`config.mk`:
```
export PLATFORM = sky130hd
export DESIGN_NAME = rv32i_decoder
export DESIGN_NICKNAME = d
export VERILOG_FILES = /design/src/rtl/rv32i_decoder.sv
export SDC_FILE = /design/constraint.sdc
export NUM_CORES = 1
export LEC_CHECK = 0
export ABC_AREA = 1
export BUFFER_PORTS_ARGS = -buffer_cell sky130_fd_sc_hd__buf_2
export CELL_PAD_IN_SITES_DETAIL_PLACEMENT = 2
export CELL_PAD_IN_SITES_GLOBAL_PLACEMENT = 2
export CORE_UTILIZATION = 21
export DETAILED_ROUTE_END_ITERATION = 12
export GPL_ROUTABILITY_DRIVEN = 1
export PLACE_DENSITY_LB_ADDON = 0.1
export SKIP_LAST_GASP = 1
export SYNTH_ARGS = -nofsm -noshare
export SYNTH_HDL_FRONTEND = slang
export SYNTH_SLANG_ARGS = --single-unit
```
`constraint.sdc`:
```
create_clock -name clk -period 2.7 [get_ports clk]
set_clock_uncertainty 0.2 [all_clocks]
set_input_delay 0.27 -clock clk [delete_from_list [all_inputs] [get_ports clk]]
set_output_delay 0.27 -clock clk [all_outputs]
set_load 0.01 [all_outputs]
```
`src/rtl/rv32i_decoder.sv`:
```
`default_nettype none
// ============================================================================
// Module   : rv32i_decoder
// Brief    : RV32I instruction decoder with a sticky halt flag (ECALL/EBREAK).
// Revision : 1.0 - initial release
// ============================================================================
module rv32i_decoder (
    input  logic        clk,
    input  logic        rst_n,
    input  logic [31:0] inst,
    output logic [4:0]  rs1_src,
    output logic [4:0]  rs2_src,
    output logic [4:0]  rd_src,
    output logic [31:0] imm,
    output logic [5:0]  alucode,
    output logic [1:0]  aluop1_type,
    output logic [1:0]  aluop2_type,
    output logic        reg_we,
    output logic        is_load,
    output logic        is_store,
    output logic        is_halt
);

    localparam logic [6:0] C_OPC_OP     = 7'b0110011;
    localparam logic [6:0] C_OPC_OPIMM  = 7'b0010011;
    localparam logic [6:0] C_OPC_LUI    = 7'b0110111;
    localparam logic [6:0] C_OPC_AUIPC  = 7'b0010111;
    localparam logic [6:0] C_OPC_LOAD   = 7'b0000011;
    localparam logic [6:0] C_OPC_STORE  = 7'b0100011;
    localparam logic [6:0] C_OPC_BRANCH = 7'b1100011;
    localparam logic [6:0] C_OPC_JAL    = 7'b1101111;
    localparam logic [6:0] C_OPC_JALR   = 7'b1100111;

    localparam logic [1:0] C_OP_NONE = 2'd0;
    localparam logic [1:0] C_OP_REG  = 2'd1;
    localparam logic [1:0] C_OP_IMM  = 2'd2;
    localparam logic [1:0] C_OP_PC   = 2'd3;

    localparam logic [5:0] C_ALU_LUI  = 6'd0;
    localparam logic [5:0] C_ALU_JAL  = 6'd1;
    localparam logic [5:0] C_ALU_JALR = 6'd2;
    localparam logic [5:0] C_ALU_BEQ  = 6'd3;
    localparam logic [5:0] C_ALU_LB   = 6'd9;
    localparam logic [5:0] C_ALU_LH   = 6'd10;
    localparam logic [5:0] C_ALU_LW   = 6'd11;
    localparam logic [5:0] C_ALU_LBU  = 6'd12;
    localparam logic [5:0] C_ALU_LHU  = 6'd13;
    localparam logic [5:0] C_ALU_SB   = 6'd14;
    localparam logic [5:0] C_ALU_ADD  = 6'd17;
    localparam logic [5:0] C_ALU_SUB  = 6'd18;
    localparam logic [5:0] C_ALU_XOR  = 6'd19;
    localparam logic [5:0] C_ALU_OR   = 6'd20;
    localparam logic [5:0] C_ALU_AND  = 6'd21;
    localparam logic [5:0] C_ALU_SLL  = 6'd22;
    localparam logic [5:0] C_ALU_SRL  = 6'd23;
    localparam logic [5:0] C_ALU_SRA  = 6'd24;
    localparam logic [5:0] C_ALU_SLT  = 6'd25;
    localparam logic [5:0] C_ALU_SLTU = 6'd26;
    localparam logic [5:0] C_ALU_NOP  = 6'd63;

    logic [6:0]  w_opcode;
    logic [2:0]  w_funct3;
    logic [6:0]  w_funct7;
    logic [31:0] w_imm_i, w_imm_s, w_imm_b, w_imm_j, w_imm_u, w_imm_sh;

    assign w_opcode = inst[6:0];
    assign w_funct3 = inst[14:12];
    assign w_funct7 = inst[31:25];
    assign w_imm_i  = {{20{inst[31]}}, inst[31:20]};
    assign w_imm_s  = {{20{inst[31]}}, inst[31:25], inst[11:7]};
    assign w_imm_b  = {{19{inst[31]}}, inst[31], inst[7], inst[30:25], inst[11:8], 1'b0};
    assign w_imm_j  = {{11{inst[31]}}, inst[31], inst[19:12], inst[20], inst[30:21], 1'b0};
    assign w_imm_u  = {inst[31:12], 12'b0};
    assign w_imm_sh = {27'b0, inst[24:20]};

    logic        w_legal, w_use_rs1, w_use_rs2, w_use_rd, w_wb, w_ld, w_st, w_halt_now;
    logic [31:0] w_imm;
    logic [5:0]  w_alu;
    logic [1:0]  w_t1, w_t2;
    logic        halt_seen_d, halt_seen_q;

    always_comb begin
        w_legal    = 1'b1;
        w_use_rs1  = 1'b0;
        w_use_rs2  = 1'b0;
        w_use_rd   = 1'b0;
        w_wb       = 1'b0;
        w_ld       = 1'b0;
        w_st       = 1'b0;
        w_imm      = 32'b0;
        w_alu      = C_ALU_NOP;
        w_t1       = C_OP_NONE;
        w_t2       = C_OP_NONE;
        w_halt_now = (inst == 32'h0000_0073) || (inst == 32'h0010_0073);
        case (w_opcode)
            C_OPC_OP: begin
                w_use_rs1 = 1'b1; w_use_rs2 = 1'b1; w_use_rd = 1'b1; w_wb = 1'b1;
                w_t1 = C_OP_REG; w_t2 = C_OP_REG;
                // funct7 bit 5 is only meaningful for ADD/SUB and SRL/SRA
                w_legal = (w_funct7 == 7'h00) ||
                          ((w_funct7 == 7'h20) && ((w_funct3 == 3'd0) || (w_funct3 == 3'd5)));
                case (w_funct3)
                    3'd0: w_alu = w_funct7[5] ? C_ALU_SUB : C_ALU_ADD;
                    3'd1: w_alu = C_ALU_SLL;
                    3'd2: w_alu = C_ALU_SLT;
                    3'd3: w_alu = C_ALU_SLTU;
                    3'd4: w_alu = C_ALU_XOR;
                    3'd5: w_alu = w_funct7[5] ? C_ALU_SRA : C_ALU_SRL;
                    3'd6: w_alu = C_ALU_OR;
                    default: w_alu = C_ALU_AND;
                endcase
            end
            C_OPC_OPIMM: begin
                w_use_rs1 = 1'b1; w_use_rd = 1'b1; w_wb = 1'b1;
                w_t1 = C_OP_REG; w_t2 = C_OP_IMM;
                w_imm = w_imm_i;
                case (w_funct3)
                    3'd0: w_alu = C_ALU_ADD;
                    3'd1: begin
                        w_alu = C_ALU_SLL; w_imm = w_imm_sh;
                        w_legal = (w_funct7 == 7'h00);
                    end
                    3'd2: w_alu = C_ALU_SLT;
                    3'd3: w_alu = C_ALU_SLTU;
                    3'd4: w_alu = C_ALU_XOR;
                    3'd5: begin
                        w_alu = w_funct7[5] ? C_ALU_SRA : C_ALU_SRL; w_imm = w_imm_sh;
                        w_legal = (w_funct7 == 7'h00) || (w_funct7 == 7'h20);
                    end
                    3'd6: w_alu = C_ALU_OR;
                    default: w_alu = C_ALU_AND;
                endcase
            end
            C_OPC_LUI: begin
                w_use_rd = 1'b1; w_wb = 1'b1; w_imm = w_imm_u;
                w_alu = C_ALU_LUI; w_t1 = C_OP_NONE; w_t2 = C_OP_IMM;
            end
            C_OPC_AUIPC: begin
                w_use_rd = 1'b1; w_wb = 1'b1; w_imm = w_imm_u;
                w_alu = C_ALU_ADD; w_t1 = C_OP_IMM; w_t2 = C_OP_PC;
            end
            C_OPC_LOAD: begin
                w_use_rs1 = 1'b1; w_use_rd = 1'b1; w_wb = 1'b1; w_ld = 1'b1;
                w_imm = w_imm_i; w_t1 = C_OP_REG; w_t2 = C_OP_IMM;
                case (w_funct3)
                    3'd0: w_alu = C_ALU_LB;
                    3'd1: w_alu = C_ALU_LH;
                    3'd2: w_alu = C_ALU_LW;
                    3'd4: w_alu = C_ALU_LBU;
                    3'd5: w_alu = C_ALU_LHU;
                    default: w_legal = 1'b0;
                endcase
            end
            C_OPC_STORE: begin
                w_use_rs1 = 1'b1; w_use_rs2 = 1'b1; w_st = 1'b1;
                w_imm = w_imm_s; w_t1 = C_OP_REG; w_t2 = C_OP_IMM;
                w_legal = (w_funct3 <= 3'd2);
                w_alu = C_ALU_SB + {3'b0, w_funct3};
            end
            C_OPC_BRANCH: begin
                w_use_rs1 = 1'b1; w_use_rs2 = 1'b1;
                w_imm = w_imm_b; w_t1 = C_OP_REG; w_t2 = C_OP_REG;
                // BEQ,BNE at funct3 0/1 then BLT..BGEU at 4..7 map contiguously
                w_legal = (w_funct3 != 3'd2) && (w_funct3 != 3'd3);
                w_alu = w_funct3[2] ? (C_ALU_BEQ + {3'b0, w_funct3} - 6'd2)
                                    : (C_ALU_BEQ + {3'b0, w_funct3});
            end
            C_OPC_JAL: begin
                w_use_rd = 1'b1; w_wb = 1'b1; w_imm = w_imm_j;
                w_alu = C_ALU_JAL; w_t1 = C_OP_NONE; w_t2 = C_OP_PC;
            end
            C_OPC_JALR: begin
                w_use_rs1 = 1'b1; w_use_rd = 1'b1; w_wb = 1'b1; w_imm = w_imm_i;
                w_alu = C_ALU_JALR; w_t1 = C_OP_REG; w_t2 = C_OP_PC;
                w_legal = (w_funct3 == 3'd0);
            end
            default: w_legal = 1'b0;
        endcase
    end

    always_comb begin
        rs1_src     = (w_legal && w_use_rs1) ? inst[19:15] : 5'd0;
        rs2_src     = (w_legal && w_use_rs2) ? inst[24:20] : 5'd0;
        rd_src      = (w_legal && w_use_rd)  ? inst[11:7]  : 5'd0;
        imm         = w_legal ? w_imm : 32'b0;
        alucode     = w_legal ? w_alu : C_ALU_NOP;
        aluop1_type = w_legal ? w_t1 : C_OP_NONE;
        aluop2_type = w_legal ? w_t2 : C_OP_NONE;
        reg_we      = w_legal && w_wb && (inst[11:7] != 5'd0);
        is_load     = w_legal && w_ld;
        is_store    = w_legal && w_st;
        halt_seen_d = halt_seen_q | w_halt_now;
        is_halt     = w_halt_now | halt_seen_q;
    end

    always_ff @(posedge clk or negedge rst_n) begin
        if (!rst_n) halt_seen_q <= 1'b0;
        else        halt_seen_q <= halt_seen_d;
    end

endmodule
`default_nettype wire

```
==> key figures <==
Layout
  • Layout fillers: 1048
  • Layout Cells excl Fill: 513
  • Registers with the most flip-flops: halt_seen_q (1)
  • Nets@finish: 460
  • Register area: 25.0 um^2
  • Ratio of cells with drive above 1 in the final layout: 35.0%
  • Largest register by flop count: halt_seen_q
  • Multi-input logic area: 1400 um^2
  • Syn-to-layout area delta: 33.0%
  • Max reg flops: 1
  • Final core utilization: 29.2%
  • Final instance area: 2280 um^2
  • # diodes: 0

STA
  • Fin crit share: 93.3%
  • Slew of the pin with the lowest slew margin: 553 ps
  • Slew margin rel.: 62.9%
  • Tmin final: 2520 ps
  • Setup violators final: 0
  • Fin. max-slew vios: 0
  • F_max: 397 MHz
  • RSZ-0062 raised after global routing: no
  • Final hold vios: 0
  • TNS Setup: 0 ps

Critical path
  • WS Path Type: input pin to output port
  • CP bufs+invs: 4
  • Largest delay share family, worst path: adder cells
  • CP Launch Type: input pin
  • Worst R2R Start: halt_seen_q
  • FF-to-FF setup slack: 1910 ps
  • Critical path arrival: 2050 ps
  • Critical path cell sequence: buf_2 > inv_1 > ha_2 > ha_1 > inv_1 > ha_1 > ha_1 > nand2_1 > a31oi_1 > nand3_1 > buf_2
  • Critical Path RT: 2230 ps
  • CP max-delay cell: ha_1
  • CP max stage delay: 300 ps
  • CP startpoint: inst[12]
  • Most frequent CP cell: ha_1
  • CP Max Fanout: 5
  • Critical Path Sink Type: output port

Logic synthesis
  • Asr flop ratio synth: 100%
  • Cell variety after synth: 27
  • Area leader, netlist: nand2_1
  • Synth top area share: 16.4%
  • Top-count cell post-synth: nand2_1
  • Number of synthesized flops with an enable pin: 0
  • Synth Instances: 321
  • Mapped Area: 1720 um^2
  • Syn nets: 368
  • Synth top area cells: nand2_1, nor2_1, inv_1, ha_1, a21oi_1
  • Synth cell count leaders: nand2_1, nor2_1, inv_1
  • Yosys Warn Count: 0
  • #FFs+latches synth: 1
  • Sequential fraction of the synthesis area: 1.46%
  • Most used DFF post-synth: dfrtp_1
  • Syn Area/Cell: 5.35 um^2

Place
  • Placed Cells: 512
  • DP Area: 2270 um^2
  • DP HPWL: 6.62 mm
  • # port buffers: 94
  • Final RePlAce weighted congestion: 0.804

Route
  • Via count: 2385
  • # DRC: 0
  • Post-route ant nets: 0
  • WL final: 7.88 mm
  • DR iter-0 viols: 61
  • Via density: 4.65
  • DRT Pass-1 Iters: 4
  • Post-DR wirelength/cell: 15.4 um

GRT
  • Antenna violations before repair: 0
  • First-pass GRT wire length: 13.0 mm
  • Grt ovf: 0
  • Tot GR Track Use: 18.7%
  • Vias in the first global route: 2603
  • Largest net degree at the start of global routing: 37

Floorplanning
  • Rows: 32
  • Die area: 8540 um^2
  • Initial core utilization: 22.0%
  • Core area: 7810 um^2
  • Die span in x: 92.4 um
  • Die Y: 92.4 um
  • IO Count: 95

Pwr
  • Pwr/cell area: 91.2 nW/um^2
  • Maximum VDD drop: 56.9 uV
  • Leakage power: 1.26 nW

Worst hold path
  • Min-delay src: halt_seen_q
  • Hold Crit Class: register to register

Run
  • Max Cap Viol: 0

Run status
  • Status: complete, no violations

Clock tree
  • Clock latency on the worst-skew pair: 0 ps
  • Clk slew on worst S/H paths: 0 ps
  • Post-CTS Repair Setup Buffers: 0
[area by class of cell]
class / instances / area share, %
Timing Repair Buffer: 100 / 23.2
Tap cell: 102 / 5.59
Sequential cell: 1 / 1.10
Multi-Input combinational cell: 257 / 61.4
Inverter: 53 / 8.71
[layout by cell type, fill, tap and decap left out, types with 3 or more instances in the layout]
master   synthesis  final
nor2_2           4      4
a31oi_1          3      3
inv_1           45     45
nand2_1         75     75
nor2_4           3      3
nand3_1         17     17
nor3_1          12     12
buf_4            1      4
ha_1            13     11
o21ai_0         13     13
nor2_1          49     49
nand2_2          8      8
buf_2            2     94
nor3_2          15     15
nand4_1          3      3
a21oi_1         32     32
inv_2            8      8
[tightest hold or removal path, stage by stage (launching register included)]
cell and delay [ps]:
dfrtp_1 310, inv_1 40, nand2_1 70
[timing repair]
item,CTS,global route
hold buffers,1,0
resized for setup,0,2
endpoints found under the setup margin,0,2
hold endpoints to repair,1,0
[cells by family (layout without fill, tap and decap cells)]
group / Yosys count / in the layout / synth area share [%]
AO/OA/AOI/OAI: 51 / 51 / 15.6
adder cells (fa/ha/maj): 13 / 13 / 9.48
flip-flops: 1 / 1 / 1.46
AND/OR/NAND/NOR: 193 / 193 / 56.3
buffers and inverters: 63 / 153 / 17.2
[path summary, 6_finish.rpt]
path | endpoint | cells past startpoint
worst max-delay path | alucode[3] | 11
worst min-delay path | halt_seen_q | 2
worst max register to register | halt_seen_q | 2
worst min register to register | halt_seen_q | 2
max in group asynchronous | halt_seen_q | 2
min in group asynchronous | halt_seen_q | 2
[metrics by stage]
step	setup slack, ps	power, mW	hold WS (ps)
after floorplan	547	0.130	-226
after global placement	211	0.203	-156
after detailed placement	130	0.206	-149
after CTS	123	0.209	287
after global routing	22.7	0.232	280
final	180	0.208	269
[metal layers]
metal  GRT usage, %  part of all wire, %  vias up
met5              0                    0        -
met4           1.04                 0.61        0
met3          0.985                  3.3        4
met2           33.6                   47       56
met1           25.6                   49     1118
li1               -                    -     1207
[report_power, final]
| part | total, mW | internal, mW | switching, mW |
|---|---|---|---|
| sequential | 0.0153 | 0.0153 | 0 |
| clock | 0 | 0 | 0 |
| combinational | 0.193 | 0.0641 | 0.129 |
| total | 0.208 | 0.0794 | 0.129 |
Note: power is estimated with default switching activity, not from simulation.
